==> config.mk <==
export PLATFORM = sky130hd
export DESIGN_NAME = timer_dev
export DESIGN_NICKNAME = d
export VERILOG_FILES = /design/src/rtl/timer_dev.sv
export SDC_FILE = /design/constraint.sdc
export NUM_CORES = 1
export LEC_CHECK = 0
export ABC_AREA = 0
export CAP_MARGIN = 10
export CORE_MARGIN = 4
export CORE_UTILIZATION = 25
export CTS_BUF_LIST = sky130_fd_sc_hd__clkbuf_4 sky130_fd_sc_hd__clkbuf_8
export CTS_CLUSTER_SIZE = 8
export DETAILED_ROUTE_END_ITERATION = 8
export GPL_TIMING_DRIVEN = 0
export PLACE_DENSITY = 0.55
export REMOVE_ABC_BUFFERS = 1
export SLEW_MARGIN = 5
export SYNTH_ARGS = -nofsm -noshare
export SYNTH_HDL_FRONTEND = slang
export SYNTH_SLANG_ARGS = --single-unit
==> constraint.sdc <==
create_clock -name clk -period 2.6 [get_ports clk]
set_input_delay 0.39 -clock clk [delete_from_list [all_inputs] [get_ports clk]]
set_output_delay 0.39 -clock clk [all_outputs]
set_load 0.02 [all_outputs]
==> src/rtl/timer_dev.sv <==
// Memory-mapped countdown timer on the processor bridge.
// Supports one-shot and auto-reload modes, with a maskable interrupt line.
module timer_dev #(
   parameter logic [31:0] PRESET_RST = 32'h0000_0000
) (
   input  logic        clk,
   input  logic        rst,
   input  logic [1:0]  Addr,
   input  logic        WE,
   input  logic [3:0]  BE,
   input  logic [31:0] Din,
   output logic [31:0] Dout,
   output logic        IRQ
);

   typedef enum logic [1:0] {
      IDLE = 2'b00,
      LOAD = 2'b01,
      CNT  = 2'b10,
      INT  = 2'b11
   } state_t;

   state_t      state_r, state_s;
   logic [3:0]  ctrl_r, ctrl_s, ctrl_fsm_s;
   logic [31:0] preset_r, preset_s;
   logic [31:0] count_r, count_s;
   logic        irq_flag_r, irq_flag_s;
   logic        wr_ctrl_s, wr_preset_s, cpu_clr_s;

   function automatic logic [31:0] merge_bytes(input logic [31:0] old_v,
                                               input logic [31:0] new_v,
                                               input logic [3:0]  be);
      logic [31:0] mask;
      mask = {{8{be[3]}}, {8{be[2]}}, {8{be[1]}}, {8{be[0]}}};
      return (old_v & ~mask) | (new_v & mask);
   endfunction

   assign wr_ctrl_s   = WE & (Addr == 2'd0);
   assign wr_preset_s = WE & (Addr == 2'd1);
   assign cpu_clr_s   = (wr_ctrl_s | wr_preset_s) & (BE != 4'b0000);

   // Next-state logic: timer sequencing first, then CPU writes override CTRL/PRESET.
   always_comb begin
      state_s    = state_r;
      count_s    = count_r;
      ctrl_fsm_s = ctrl_r;
      ctrl_s     = ctrl_r;
      preset_s   = preset_r;
      // A CPU write acknowledges the interrupt, but a same-cycle expiry still wins.
      if (cpu_clr_s) irq_flag_s = 1'b0;
      else           irq_flag_s = irq_flag_r;

      case (state_r)
         IDLE: begin
            if (ctrl_r[0]) state_s = LOAD;
            else           state_s = IDLE;
         end
         LOAD: begin
            if (ctrl_r[0]) begin
               count_s = preset_r;
               state_s = CNT;
            end else begin
               state_s = IDLE;
            end
         end
         CNT: begin
            if (!ctrl_r[0]) begin
               state_s = IDLE;
            end else if (count_r > 32'd1) begin
               count_s = count_r - 32'd1;
            end else begin
               count_s    = 32'd0;
               irq_flag_s = 1'b1;
               state_s    = INT;
            end
         end
         INT: begin
            if (ctrl_r[2:1] == 2'b01) begin
               irq_flag_s = 1'b0;
               state_s    = LOAD;
            end else begin
               ctrl_fsm_s = {ctrl_r[3:1], 1'b0};
               state_s    = IDLE;
            end
         end
         default: begin
            state_s = IDLE;
         end
      endcase

      if (wr_ctrl_s && BE[0]) ctrl_s = Din[3:0];
      else                    ctrl_s = ctrl_fsm_s;

      if (wr_preset_s) preset_s = merge_bytes(preset_r, Din, BE);
      else             preset_s = preset_r;
   end

   // State and register file update.
   always_ff @(posedge clk or negedge rst) begin
      if (!rst) begin
         state_r    <= IDLE;
         ctrl_r     <= 4'b0000;
         preset_r   <= PRESET_RST;
         count_r    <= 32'd0;
         irq_flag_r <= 1'b0;
      end else begin
         state_r    <= state_s;
         ctrl_r     <= ctrl_s;
         preset_r   <= preset_s;
         count_r    <= count_s;
         irq_flag_r <= irq_flag_s;
      end
   end

   // Read mux, same-cycle response to the bridge.
   always_comb begin
      Dout = 32'd0;
      case (Addr)
         2'd0:    Dout = {28'd0, ctrl_r};
         2'd1:    Dout = preset_r;
         2'd2:    Dout = count_r;
         default: Dout = 32'd0;
      endcase
   end

   assign IRQ = ctrl_r[3] & irq_flag_r;

endmodule
; After elaboration in Yosys (flattened, before gate mapping)
; Cells that the tools add are included.
[totals]
wordCells = 54
output_inout_bits = 33
reg_bits = 71
in_bits = 41
[op_classes]
add_sub_neg = 1
magnitude_cmp = 1
reduce_logical = 8
n_bitwise = 9
n_mux = 19
n_eq_ne = 10
[ops]
columns = op, n
row1 = 2-to-1 mux 32 bit, 3
row2 = case mux 32 bit (3 select lines), 1
row3 = AND 32 bit, 2
row4 = case mux 32 bit (2 select lines), 1
row5 = greater-than comparator 32 x 1 -> 1 bit (second input constant), 1
row6 = NOT 32 bit, 1
row7 = bitwise OR 32 bit, 1
row8 = subtractor 32 x 1 -> 32 bit (second input constant), 1
row9 = 2-to-1 mux 1 bit, 8
row10 = case mux 2 bit (4 select lines), 1
row11 = equality test 2 x 1 -> 1 bit (second input constant), 3
row12 = equality test 2 bit (second input constant), 3
row13 = 2-to-1 mux 2 bit, 3
row14 = AND 1 bit, 4
row15 = logical NOT 2 bit, 2
row16 = 2-to-1 mux 4 bit, 1
row17 = != test 2 bit (second input constant), 2
row18 = nonzero test 2 bit, 2
row19 = nonzero test 4 bit, 1
row20 = != test 3 bit (second input constant), 1
row21 = AND reduction 3 bit, 1
row22 = != test 2 x 1 -> 1 bit (second input constant), 1
row23 = case mux 1 bit (2 select lines), 1
row24 = AND reduction 2 bit, 1
row25 = 2 further kinds, 2

; Longest topological paths before layout
; Gate-level depths: netlist (run 1).
[logic_depth]
depth_word = 8
ltp_mapped = 8
mapped_depth_nobuf = 7

; Least setup slack after synthesis (run 1)
; No wires, ideal clock.
[synth_path]
path_kind = reg-to-reg
startpoint = register count_r[24]
endpoint = register count_r[24]
t_arrival_ps = 2045
t_required_ps = 2479
synth_period_minus_slack_ps = 2166
n_path_buf = 1
setup_slack_ps = 434
setup_ps = 121
path_stages_with_launch = 7
cell_sequence = dfrtp_1 -> or4_4 -> nand4b_4 -> o31a_1 -> buf_6 -> a32o_1 -> a22o_1
[synth_between]
elab_chain_cells = 4
elab_cells_between_ends = 5
cone_classes = add/sub (1) / order compare (1) / mux (3)
[synth_rtl]
columns = element, line_no
row1 = start: declaration, 26  ; logic [31:0] count_r, count_s;
row2 = start signal: assignment, 110  ; count_r <= count_s;
row3 = subtractor 32 x 1 -> 32 bit or greater-than comparator 32 x 1 -> 1 bit (tied branches), "70, 69"
row4 = 2-to-1 mux 32 bit *, 69  ; end else if (count_r > 32'd1) begin
row5 = 2-to-1 mux 32 bit *, 67  ; if (!ctrl_r[0]) begin
row6 = case mux 32 bit (2 select lines) *, 53  ; case (state_r)
; Every way passes the cells marked *; elsewhere a longest branch is shown, timed or not. The select of a mux whose other input is x is not followed.
; A chain may end at the register's enable or synchronous reset.

; Worst setup path after layout (run 1)
[layout_path]
startpoint = input Addr[0]
endpoint = output Dout[26]
[layout_between]
elab_chain_cells = 2
elab_cells_between_ends = 4
cone_classes = eq/ne (2) / mux (1) / reduce/logical (1)
[layout_rtl]
columns = element, line_no
row1 = start: declaration, 8  ; input logic [1:0] Addr,
row2 = equality test 2 bit (tied with other cells), 118  ; case (Addr)
row3 = case mux 32 bit (3 select lines) *, 118
row4 = end: declaration, 12  ; output logic [31:0] Dout,
; Every way passes the cells marked *; elsewhere a longest branch is shown, timed or not.

==> results of run 1 <==
[placed cells by master (no fill, tap or decap), types with 6 or more instances in the layout]
master / netlist / layout
o21ai_0: 30 / 30
clkbuf_8: 0 / 11
clkdlybuf4s50_1: 0 / 70
nand3_1: 14 / 14
nand2_1: 23 / 22
nor3_1: 18 / 17
a22o_1: 38 / 38
a32o_1: 6 / 6
mux2_2: 35 / 35
a21oi_1: 13 / 13
inv_1: 17 / 16
a22oi_1: 7 / 7
buf_4: 0 / 10
nand4_1: 12 / 12
nor2_1: 16 / 14
dfrtp_1: 71 / 69
[through the flow]
step | hold WS, ps | setup WS [ps] | area [sq um]
floorplan | 94.4 | -18.8 | 4050
global placement | 507 | -2210 | 5050
detailed placement | 347 | -843 | 5100
CTS | 533 | 55.8 | 5440
global route | 559 | 42.6 | 5530
finish | 514 | 136 | 5530
[synthesized netlist by cell type (all sizes together) (2+ instances only)]
master / number / share of area [%]
dfrtp: 71 / 43
a22o: 38 / 8.0
mux2: 35 / 9.4
o21ai: 31 / 3.7
clkbuf: 25 / 2.2
nand2: 23 / 2.1
nor3: 19 / 2.4
inv: 17 / 1.5
nor2: 16 / 1.4
nand3: 15 / 1.9
a21oi: 13 / 1.6
nor4: 13 / 2.9
nand4: 12 / 1.8
a22oi: 7 / 1.3
a32o: 6 / 1.4
a31oi: 5 / 0.75
buf: 5 / 0.90
mux2i: 5 / 1.2
nor2b: 5 / 0.75
o2bb2ai: 5 / 1.0
or4: 5 / 0.99
a221o: 4 / 0.96
and3: 4 / 0.60
a32oi: 3 / 0.63
nor3b: 3 / 0.54
a211o: 2 / 0.42
a2bb2oi: 2 / 0.42
and2: 2 / 0.30
ha: 2 / 0.60
o211ai: 2 / 0.36
o31a: 2 / 0.42
o32ai: 2 / 0.42
o41ai: 2 / 0.42
or2: 2 / 0.30
or3: 2 / 0.30
[layout make-up]
cell class,instances,area (sq um),area share [%]
repair inverters,1,5.00,0.0905
well taps,220,275,4.98
flip-flops and latches,71,1780,32.2
multi-input cells,303,2320,42.0
clock buffers,13,166,3.01
clock inverters,3,17.5,0.317
repair buffers,87,888,16.1
inverters,18,73.8,1.34
[layer usage]
metal  part of all wire, %  vias up  routed length (microns)
li1                      -     1776                        -
met1                    44     1883                     5960
met2                    48      124                     6510
met3                   5.2       25                      698
met4                   2.7        0                      369
met5                     0        -                        0
[kinds of logic after synthesis]
kind of cell | count (synthesis)
AO/OA/AOI/OAI | 132
XOR/XNOR | 1
buffers and inverters | 48
adder cells (fa/ha/maj) | 2
multiplexers | 40
flip-flops | 71
AND/OR/NAND/NOR | 126
[power groups by stage]
| stage | clock (mW) | sequential (mW) | combinational [mW] |
|---|---|---|---|
| after detailed placement | 0 | 2.02 | 2.23 |
| after global placement | 0 | 2.00 | 2.18 |
| after CTS | 0.860 | 2.01 | 2.31 |
| after global routing | 0.906 | 2.12 | 2.65 |
| after floorplan | 0 | 1.84 | 1.56 |
| final | 0.842 | 2.05 | 2.41 |
[repair_timing]
action / CTS / global route
buffers inserted: 7 / 4
hold buffers: 1 / 0
gates cloned: 2 / 1
endpoints found under the setup margin: 81 / 26
pin swaps: 1 / 2
resized for setup: 13 / 12
endpoints found under the hold margin: 27 / 0
[worst paths after layout]
| check | cells after the start | from | end | slack (ps) |
|---|---|---|---|---|
| min | 2 | flop | count_r[31] | 510 |
| min in group asynchronous | 2 | rst | count_r[8] | 540 |
| min reg2reg | 2 | flop | count_r[31] | 510 |
| max | 5 | Addr[0] | Dout[26] | 140 |
| max reg2reg | 6 | count_r[0] | count_r[4] | 170 |
| max in group asynchronous | 3 | rst | async pin | 1500 |
[critical path: cells and delay by family]
| kind | cells | cell delay [ps] |
|---|---|---|
| AO/OA/AOI/OAI | 1 | 180 |
| buffers and inverters | 3 | 1240 |
| AND/OR/NAND/NOR | 1 | 250 |
==> flow_summary.ini, run 1 <==
[run_status]
outcome = complete, no violations

[global_route]
antenna_found_initial = 0
grtUsageMet1_pct = 19.4
gr-usage-met2_pct = 23.7
gr-max-usage-layer = met2
grtUsageMet3_pct = 2.99
grt_max_degree = 45
track_usage_pct = 14.7
grt_pass1_vias = 3988
gr-total-overflow = 0
grt_pass1_wl_microns = 21700

[clock_tree]
insertion_delay_ps = 350
cts_inserted_buffers = 9
cts_tree = done
clockBufferDepth = 2
cts_sinks = 71
cts.reportedPaths.clkPinSlew_ps = 80
htreeDepth = 3
root_buffer = clkbuf_8

[layout]
fillers = 1686
utilization_pct = 33.6
area_growth_pct = 32.3
nets = 534
diodes = 0
fin_cells = 716
final_layout_size_suffix_gt1_share_pct = 19.8

[yosys]
ys_seq_elements = 71
synthSimpleGateAreaFrac_pct = 17.7
synthFlopType = dfrtp_1
netlist-cell-type-count = 57
synthXorXnorAreaFrac_pct = 0.210
async_reset_ff_share_pct = 100
synthMuxAreaShare_pct = 10.6
yosysWarnings = 0
synth-edff-count = 0
synth_fa_ha_area_share_pct = 0.599
synth_compound_area_share_pct = 23.6
syn_avg_cell_area_sq_um = 9.95
synth_cells = 420
synth_top_family_by_area = compound AO/OA/AOI/OAI gates
seq_area_frac_synth_pct = 42.5
syn-cell-area_sq_um = 4180

[worst_hold_path]
hold_path_class = reg2reg

[sta]
timing.final.crit_period_ps = 2460
rsz0062_at_grt = no
tns_ps = 0
drv_slew = 0
fmax_mhz = 406
min_period_over_period_pct = 94.8
clock-skew-final_ps = 16.5
worst_pin_slew_ps = 1050
setup_viol = 0
finalHoldViolCount = 0
max-slew-margin-rel_pct = 29.1

[worst_setup_path]
path_cells = dlygate4sd2_1 > nor2b_4 > buf_12 > a22o_1 > clkdlybuf4s50_1
startpoint_type = input pin
crit_required_ps = 2210
endpoint_kind = output pin
critical_path.max_stage_delay_ps = 610
crit_slowest_cell = clkdlybuf4s50_1
crit_type = in2out
crit_fanout = 18
critPathArrivalTime_ps = 2070

[floorplanning]
die-area_sq_um = 18900
fp-row-count = 47
core_sq_um = 16500
initial_core_util_pct = 25.4
fp.dieH_microns = 137
io_pins = 74
die_x_microns = 137

[pwr]
power_frac_comb_pct = 45.5
power_mw = 5.30
p_switching_mw = 2.37
powerDensity_nw_per_um2 = 958
ir_drop_mv = 0.352
sw_frac_of_total_pct = 44.7
seq_power_share_pct = 38.6
p_clk_share_pct = 15.9
p_leak_nw = 2.14
p_int_mw = 2.93

[drt]
drt_iter0_markers = 272
routed_wl_microns = 13500
wl_per_cell_microns = 18.9
dr.pass1.iters = 4
drcViolationCount = 0
vias = 3808
drtAntennaViolNets = 0
vias_per_cell = 5.32

[placed_design]
place_inst = 685
routabilityCongestion = 0.918
hpwlAfterDp_microns = 9080
portBuffers = 73

[run]
maxCapViolCount = 0
(Power assumes the default switching activity.)
==> run 2, diff against run 1 <==
--- a/constraint.sdc
+++ b/constraint.sdc
@@ -3,2 +3,2 @@
 set_output_delay 0.39 -clock clk [all_outputs]
-set_load 0.02 [all_outputs]
+set_load 0.1 [all_outputs]
==> flow_summary.ini, run 2 (same netlist as run 1, synthesis figures left out) <==
[pwr]
p_switching_mw = 2.93
p_int_mw = 2.84
power_frac_comb_pct = 50.1
powerDensity_nw_per_um2 = 1080
ir_drop_mv = 0.356
p_clk_share_pct = 14.5
seq_power_share_pct = 35.4
sw_frac_of_total_pct = 50.8
p_leak_nw = 2.18

[drt]
routed_wl_microns = 13500
drcViolationCount = 0
vias = 3795
drt_iter0_markers = 276
drtAntennaViolNets = 0
wl_per_cell_microns = 18.8
vias_per_cell = 5.30
dr.pass1.iters = 4

[layout]
final_common_cell = dfrtp_1
layout_common_cells = dfrtp_1 (70), clkdlybuf4s50_1 (39), a22o_1 (38)
utilization_pct = 32.5
area_growth_pct = 28.2
diodes = 0
nets = 534
final_layout_size_suffix_gt1_share_pct = 25.6
fin_cells = 716

[clock_tree]
cts_inserted_buffers = 9
insertion_delay_ps = 350
htreeDepth = 3
cts_sinks = 71
root_buffer = clkbuf_8
clockBufferDepth = 2
cts_tree = done
cts.reportedPaths.clkPinSlew_ps = 80

[worst_setup_path]
path_cells = clkdlybuf4s50_1 > nor2b_4 > buf_12 > a22o_1 > buf_2
crit_slowest_cell = clkdlybuf4s50_1
r2r_setup_slack_ps = 110
critPathArrivalTime_ps = 2140
crit_fanout = 15
crit_type = in2out
endpoint_kind = output pin
endpoint = Dout[13]
reg2reg_to = count_r[22]
crit_required_ps = 2210
reg2reg_from = count_r[0]
critical_path.max_stage_delay_ps = 710
startpoint = Addr[0]
rr_worst_depth = 7
startpoint_type = input pin

[sta]
finalHoldViolCount = 0
min_period_over_period_pct = 97.4
setup_viol = 0
max-slew-margin-rel_pct = 24.1
holdWs_ps = 512
clock-skew-final_ps = 17.7
drv_slew = 0
worst_pin_slew_ps = 1120
fmax_mhz = 395
postLayoutSetupSlackWorst_ps = 68.8
rsz0062_at_grt = yes
timing.final.crit_period_ps = 2530

[global_route]
antenna_found_initial = 0
grt_pass1_vias = 4010
gr-total-overflow = 0
track_usage_pct = 14.7
grt_max_degree = 45
grt_pass1_wl_microns = 21700

[placed_design]
pre_cts_slack_ps = -1250
portBuffers = 73
routabilityCongestion = 0.918
place_inst = 685
hpwlAfterDp_microns = 9080

[run_status]
outcome = complete, no violations

[floorplanning]
core_sq_um = 16500
fp-row-count = 47
io_pins = 74
die-area_sq_um = 18900
fp.dieH_microns = 137
die_x_microns = 137
initial_core_util_pct = 25.4

[worst_hold_path]
hold_path_class = reg2reg
holdPathStages = 2

[run]
maxCapViolCount = 0
## run 2: changes by cell type in the layout (fill, tap and decap cells not counted), sizes merged
cell,previous run,this run
buf,14,44
clkbuf,13,15
clkdlybuf4s50,70,39
dlygate4sd2,1,0
## run 2: worst min-delay path by stage
stage              start     endpoint  slack, ps
2_1_floorplan        rst    async pin         90
3_3_place_gp   ctrl_r[1]    ctrl_r[1]        510
3_5_place_dp         rst    async pin        350
4_1_cts             flop  count_r[31]        530
5_1_grt             flop         flop        560
6_report            flop  count_r[31]        510
## run 2: final cells by class
class	count	area (sq um)
repair buffers	87	733
multi-input cells	303	2310
clock buffers	13	166
repair inverters	1	5.00
inverters	18	73.8
well taps	220	275
flip-flops and latches	71	1780
clock inverters	3	17.5
fillers	1707	11100
## run 2: power groups by stage
stage | combinational, mW | clock, mW | sequential (mW)
4_1_cts | 2.83 | 0.860 | 2.01
2_1_floorplan | 2.16 | 0 | 1.84
5_1_grt | 3.13 | 0.906 | 2.12
3_5_place_dp | 2.82 | 0 | 2.02
3_3_place_gp | 2.77 | 0 | 2.00
6_report | 2.89 | 0.836 | 2.04
## run 2: through the flow
stage	cell area, sq um	total power, mW	setup TNS (ps)
5_1_grt	5360	6.15	-22.9
3_5_place_dp	5100	4.84	-65180
3_3_place_gp	5050	4.77	-261660
4_1_cts	5340	5.70	-4.41
6_report	5360	5.77	0
2_1_floorplan	4050	4.00	-11420
## run 2: worst max-delay path: cells and delay by family
| kind | cells | cell delay [ps] |
|---|---|---|
| buffers and inverters | 3 | 1310 |
| AO/OA/AOI/OAI | 1 | 160 |
| AND/OR/NAND/NOR | 1 | 260 |
## run 2: repair_timing
item	in CTS	in global routing
pin swaps	1	2
resized for setup	163	23
setup endpoints to repair	81	39
gates cloned	2	1
hold endpoints to repair	27	0
hold buffers	1	0
setup buffers	7	4
## run 2: metal layers
metal	vias to the layer above	track usage (%)	part of all wire, %	wire length, microns
met5	-	0	0	0
met3	24	3.03	5.0	679
met1	1878	19.1	44	5910
met2	115	23.7	48	6500
met4	0	6.21	2.9	386
li1	1778	-	-	-
==> patch 1, RTL diff (config.mk and constraints of run 2) <==
Register the input `Din` before use, cleared by the reset. The logic sees it one clock later. The other inputs are not delayed to match.
--- a/src/rtl/timer_dev.sv
+++ b/src/rtl/timer_dev.sv
@@ -19,6 +19,16 @@
       CNT  = 2'b10,
       INT  = 2'b11
    } state_t;
+
+   logic [31:0] Din_q;
+
+   always_ff @(posedge clk or negedge rst) begin
+      if (!rst) begin
+         Din_q <= '0;
+      end else begin
+         Din_q <= Din;
+      end
+   end
 
    state_t      state_r, state_s;
    logic [3:0]  ctrl_r, ctrl_s, ctrl_fsm_s;
@@ -88,10 +98,10 @@
          end
       endcase
 
-      if (wr_ctrl_s && BE[0]) ctrl_s = Din[3:0];
+      if (wr_ctrl_s && BE[0]) ctrl_s = Din_q[3:0];
       else                    ctrl_s = ctrl_fsm_s;
 
-      if (wr_preset_s) preset_s = merge_bytes(preset_r, Din, BE);
+      if (wr_preset_s) preset_s = merge_bytes(preset_r, Din_q, BE);
       else             preset_s = preset_r;
    end
 
Check against the original RTL: not equivalent (Yosys sat finds a counterexample within 4 cycles, from zero or initial values and one cycle with rst low).
==> patch 1 against run 2 <==
The run now ends with negative setup slack left; worst setup slack got worse by 120 ps; design area is 20% higher; register-to-register slack worse by 160 ps; power grew 18%; combinational power grew 8.3%; clock skew is 7.5 ps lower; routed wire length up 7.2%; global-route usage fell by 1.3 points; critical endpoint is now count_r[11]; core utilization up 1.5 points; sequential cell count is 32 higher; area after synthesis increased by 16%.
==> patch 1: results (changes against run 2) <==
stage	metric	value	unit	change
setup_path	maximum fanout along the worst path	6		-9
drt	DR iter-0 viols	437		+58%
pwr	Pwr Density	1060	nW/um2	-2.0%
global_routing	number of global-route vias before repair	4188		+4.4%
setup_path	Crit path arrival time	2930	ps	+790 ps
setup_path	Crit-path slowest cell	or4_4		
logic_synthesis	top cells by area, synth	dfrtp_1 53%, a22o_1 8.7%, mux2_2 8.1%, o21ai_0 2.6%, clkbuf_1 1.9%		
clock_network	register clock-pin slew on the reported worst setup and hold paths	100	ps	+20 ps
placement	dpl hpwl	8.96	mm	-1.3%
layout	fill count	1945		+14%
clock_network	later-pin clock latency in the skew report	390	ps	+40 ps
clock_network	Resize count post-CTS	198		+21%
layout	final std cells w/o fill	783		+9.4%
status	failing checks	negative setup slack		
layout	share of cells above drive strength 1	27.3	%	+1.7 points
timing	Fin Setup TNS	-289	ps	-289 ps
setup_path	flop-to-flop setup slack	-50	ps	-160 ps
drt	drt wl/cell	18.4	um	-1.9%
global_routing	Total GRT Usage	13.4	%	-1.3 points
global_routing	first-pass GRT wire length	22.9	mm	+5.7%
min_path	Hold Path Class	in2async		
layout	nets@finish	561		+5.1%
timing	Clock Skew	10.2	ps	-7.50 ps
logic_synthesis	Post-Synth Adder-Cell Area	0.515	%	-0.084 points
pwr	Clk network pwr share	16.6	%	+2.1 points
clock_network	htree depth	3		unchanged
setup_path	Crit path largest cell delay	600	ps	-110 ps
logic_synthesis	most instantiated cells after synthesis	103 x dfrtp_1, 48 x a22o_1, 35 x mux2_2		
logic_synthesis	mux cell area share after synthesis	9.14	%	-1.5 points
pwr	sequential share of power	37.3	%	+1.9 points
drt	vias per cell	5.15		-2.9%
global_routing	largest net degree at the start of global routing	56		+24%
placement	placed cell area	5900	um2	+16%
logic_synthesis	Post-Synthesis Cells	434		+3.3%
pwr	Max rail drop VDD	400	uV	+12%
timing	Worst-Margin Slew	1050	ps	-74.6 ps
setup_path	crit path launch type	flip-flop		
setup_path	r2r startpoint	count_r[22]		
clock_network	deepest clock path buffer count	2		unchanged
placement	pre-CTS setup slack	-1170	ps	+74.2 ps
timing	Final setup viols	10		+10
status	status	finished, violations left		
logic_synthesis	Synth Area in Compound Gates	21.5	%	-2.1 points
logic_synthesis	post-synthesis sequential area ratio	53.1	%	+11 points
timing	setup ws final	-53.0	ps	-122 ps
pwr	Leak Pwr	2.67	nW	+22%
drt	drt first pass iters	5		+1
setup_path	top cell family by delay on the critical path	simple AND/OR/NAND/NOR gates		
placement	Final GP Congestion	0.804		-13%
timing	Hold WS	18.7	ps	-493 ps
placement	DP Cell Count	741		+8.2%
pwr	Int Pwr	3.76	mW	+33%
clock_network	Post-CTS Setup Bufs	14		+7
pwr	Final Power	6.78	mW	+18%
logic_synthesis	xor/xnor cell area share of the yosys netlist	0.180	%	-0.029 points
[patch 1: final timing paths]
path,cells after the start,to
max reg2reg,7,count_r[11]
min reg2reg,1,flip-flop
min in group clk,1,Din_q[16]
max,7,count_r[11]
max in group asynchronous,2,count_r[22]
min,1,Din_q[2]
[patch 1: area by class of cell]
cell class	count	area share, %
clock inverters	6	1.30
clock buffers	10	2.14
inverters	17	1.05
multi-input cells	286	34.8
repair buffers	98	15.2
flip-flops and latches	103	40.1
well taps	260	5.06
repair inverters	3	0.311
[patch 1: layer usage]
layer	track usage (%)	part of all wire [%]
met1	17.9	44
met2	20.9	48
met3	3.00	5.6
met4	5.73	3.2
met5	0	0
[patch 1: cells by family after synthesis]
| logic type | count (synthesis) |
|---|---|
| compound gates | 137 |
| xor+xnor | 1 |
| fa+ha+maj | 2 |
| buf+inv | 47 |
| flops | 103 |
| mux | 40 |
| simple gates | 104 |
==> patch 2, RTL diff (settings of run 2) <==
Made on the original files. Encoding of `state_t`: now Gray code (2 bits for 4 states).
--- a/src/rtl/timer_dev.sv
+++ b/src/rtl/timer_dev.sv
@@ -16,8 +16,8 @@
    typedef enum logic [1:0] {
       IDLE = 2'b00,
       LOAD = 2'b01,
-      CNT  = 2'b10,
-      INT  = 2'b11
+      CNT  = 2'b11,
+      INT  = 2'b10
    } state_t;
 
    state_t      state_r, state_s;
Function: same outputs for any inputs over 4 cycles, from zero or initial values and one cycle with rst low; so few cycles prove little.
==> patch 2 against run 2 <==
The flow now finishes with violations (negative setup slack); cell count shrank 2.4%; sequential cell count is the same; area after synthesis shrank 6.1%; combinational power shrank 21%; hold slack lost 91 ps; worst setup slack lost 180 ps; design area shrank 2.3%; power shrank 12%; critical path depth grew 1; routed wire length shrank 7.8%; critical endpoint is now count_r[26].
==> patch 2: results (changes against run 2) <==
stage	metric	value	unit	change
layout	clock buf count	15		+2
logic_synthesis	Mean Syn Cell Area	9.78	um2	-1.7%
placement	DP Cell Count	664		-3.1%
setup_path	Crit Reg-Reg Endpoint	count_r[26]		
setup_path	Crit path arrival time	2990	ps	+850 ps
timing	Hold WS	421	ps	-91.5 ps
layout	Sequential Area	1780	um2	about the same
drt	vias per cell	5.17		-2.5%
pwr	Max rail drop VDD	308	uV	-13%
global_routing	largest net degree at the start of global routing	65		+44%
logic_synthesis	post-synthesis sequential area ratio	45.3	%	+2.8 points
setup_path	Crit path largest cell delay	580	ps	-130 ps
layout	Non-clk bufs	93		+6.9%
drt	DR iter-0 viols	303		+9.8%
status	failing checks	negative setup slack		
setup_path	Crit-path slowest cell	or4_4		
setup_path	maximum fanout along the worst path	5		-10
setup_path	top cell family by delay on the critical path	simple AND/OR/NAND/NOR gates		
pwr	Leak Pwr	2.14	nW	-1.9%
timing	Fin Setup TNS	-197	ps	-197 ps
setup_path	Register-to-Register Path Depth	6		-1
drt	drt wl/cell	17.8	um	-5.5%
placement	placed cell area	4900	um2	-4.1%
timing	Clock Skew	5.41	ps	-12.3 ps
layout	Final non-clock buffer share	15.2	%	+1.5 points
setup_path	crit path launch type	flip-flop		
placement	pre-CTS setup slack	-1170	ps	+73.0 ps
global_routing	first-pass GRT wire length	20.1	mm	-7.4%
logic_synthesis	Post-Synthesis Cells	401		-4.5%
layout	inverters	5		-14
logic_synthesis	most instantiated cells after synthesis	71 x dfrtp_1, 42 x nand2_1, 35 x mux2_2		
global_routing	Total GRT Usage	14.2	%	-0.51 points
logic_synthesis	post-synthesis cell type count	45		-21%
drt	drt first pass iters	5		+1
setup_path	CP Launch Point	count_r[8]		
placement	Final GP Congestion	0.884		-3.8%
layout	sequential share of cell area	34.0	%	+0.82 points
timing	Worst-Margin Slew	964	ps	-159 ps
layout	multi-input logic area	2190	um2	-5.2%
layout	share of cells above drive strength 1	27.5	%	+1.9 points
timing	setup ws final	-107	ps	-176 ps
setup_path	r2r startpoint	count_r[8]		
status	status	finished, violations left		
placement	dpl hpwl	8.34	mm	-8.2%
timing	Final setup viols	3		+3
global_routing	number of global-route vias before repair	3789		-5.5%
logic_synthesis	top cells by area, synth	dfrtp_1 45%, mux2_2 10%, a22o_1 6.3%, nand2_1 4.0%, o21ai_0 4.0%		
setup_path	Setup CP Type	reg2reg		
layout	nets@finish	527		-1.3%
layout	Clock-cell share	3.59	%	+0.15 points
[patch 2: cell types whose count changed in the layout (fill, tap and decap cells not counted), sizes merged, moves of 4 or more]
cell / run 2 / this run
or3: 2 / 10
a32o: 6 / 2
a22o: 38 / 28
inv: 17 / 5
o311ai: 1 / 8
nand2: 23 / 42
nand3: 15 / 26
nand4: 12 / 2
nor3: 19 / 10
buf: 44 / 51
[patch 2: worst register-to-register path, stage by stage (launching register included)]
cell and delay, ps:
dfrtp_1 400, or4_4 580, or4_4 520, or3_4 420, or3_4 340, or3_1 310, nand3_1 70
[patch 2: layer usage]
| layer | vias to the layer above | share of wire [%] | global-route usage (%) |
|---|---|---|---|
| li1 | 1706 | - | - |
| met1 | 1762 | 44 | 18.3 |
| met2 | 124 | 48 | 22.6 |
| met3 | 20 | 5.2 | 3.25 |
| met4 | 0 | 2.1 | 6.69 |
| met5 | - | 0 | 0 |
[patch 2: timing repair]
action | CTS | global route
gates cloned | 2 | 0
hold endpoints to repair | 7 | 0
hold buffers | 1 | 0
setup endpoints to repair | 74 | 40
pin swaps | 7 | 5
resized for setup | 160 | 34
buffers inserted | 16 | 1
[patch 2: logic make-up (layout without fill, tap and decap cells)]
family / count (synthesis) / in the layout / share of synthesized area (%)
AND/OR/NAND/NOR: 148 / 149 / 19.5
AO/OA/AOI/OAI: 113 / 114 / 20.6
flip-flops: 71 / 71 / 45.3
multiplexers: 39 / 39 / 11.1
buffers and inverters: 28 / 113 / 2.90
adder cells (fa/ha/maj): 2 / 2 / 0.638
[patch 2: report_power, final]
part / switching, mW / internal, mW
Sequential: 0.446 / 1.46
Combinational: 1.53 / 0.760
Clock: 0.403 / 0.453
Total: 2.38 / 2.68
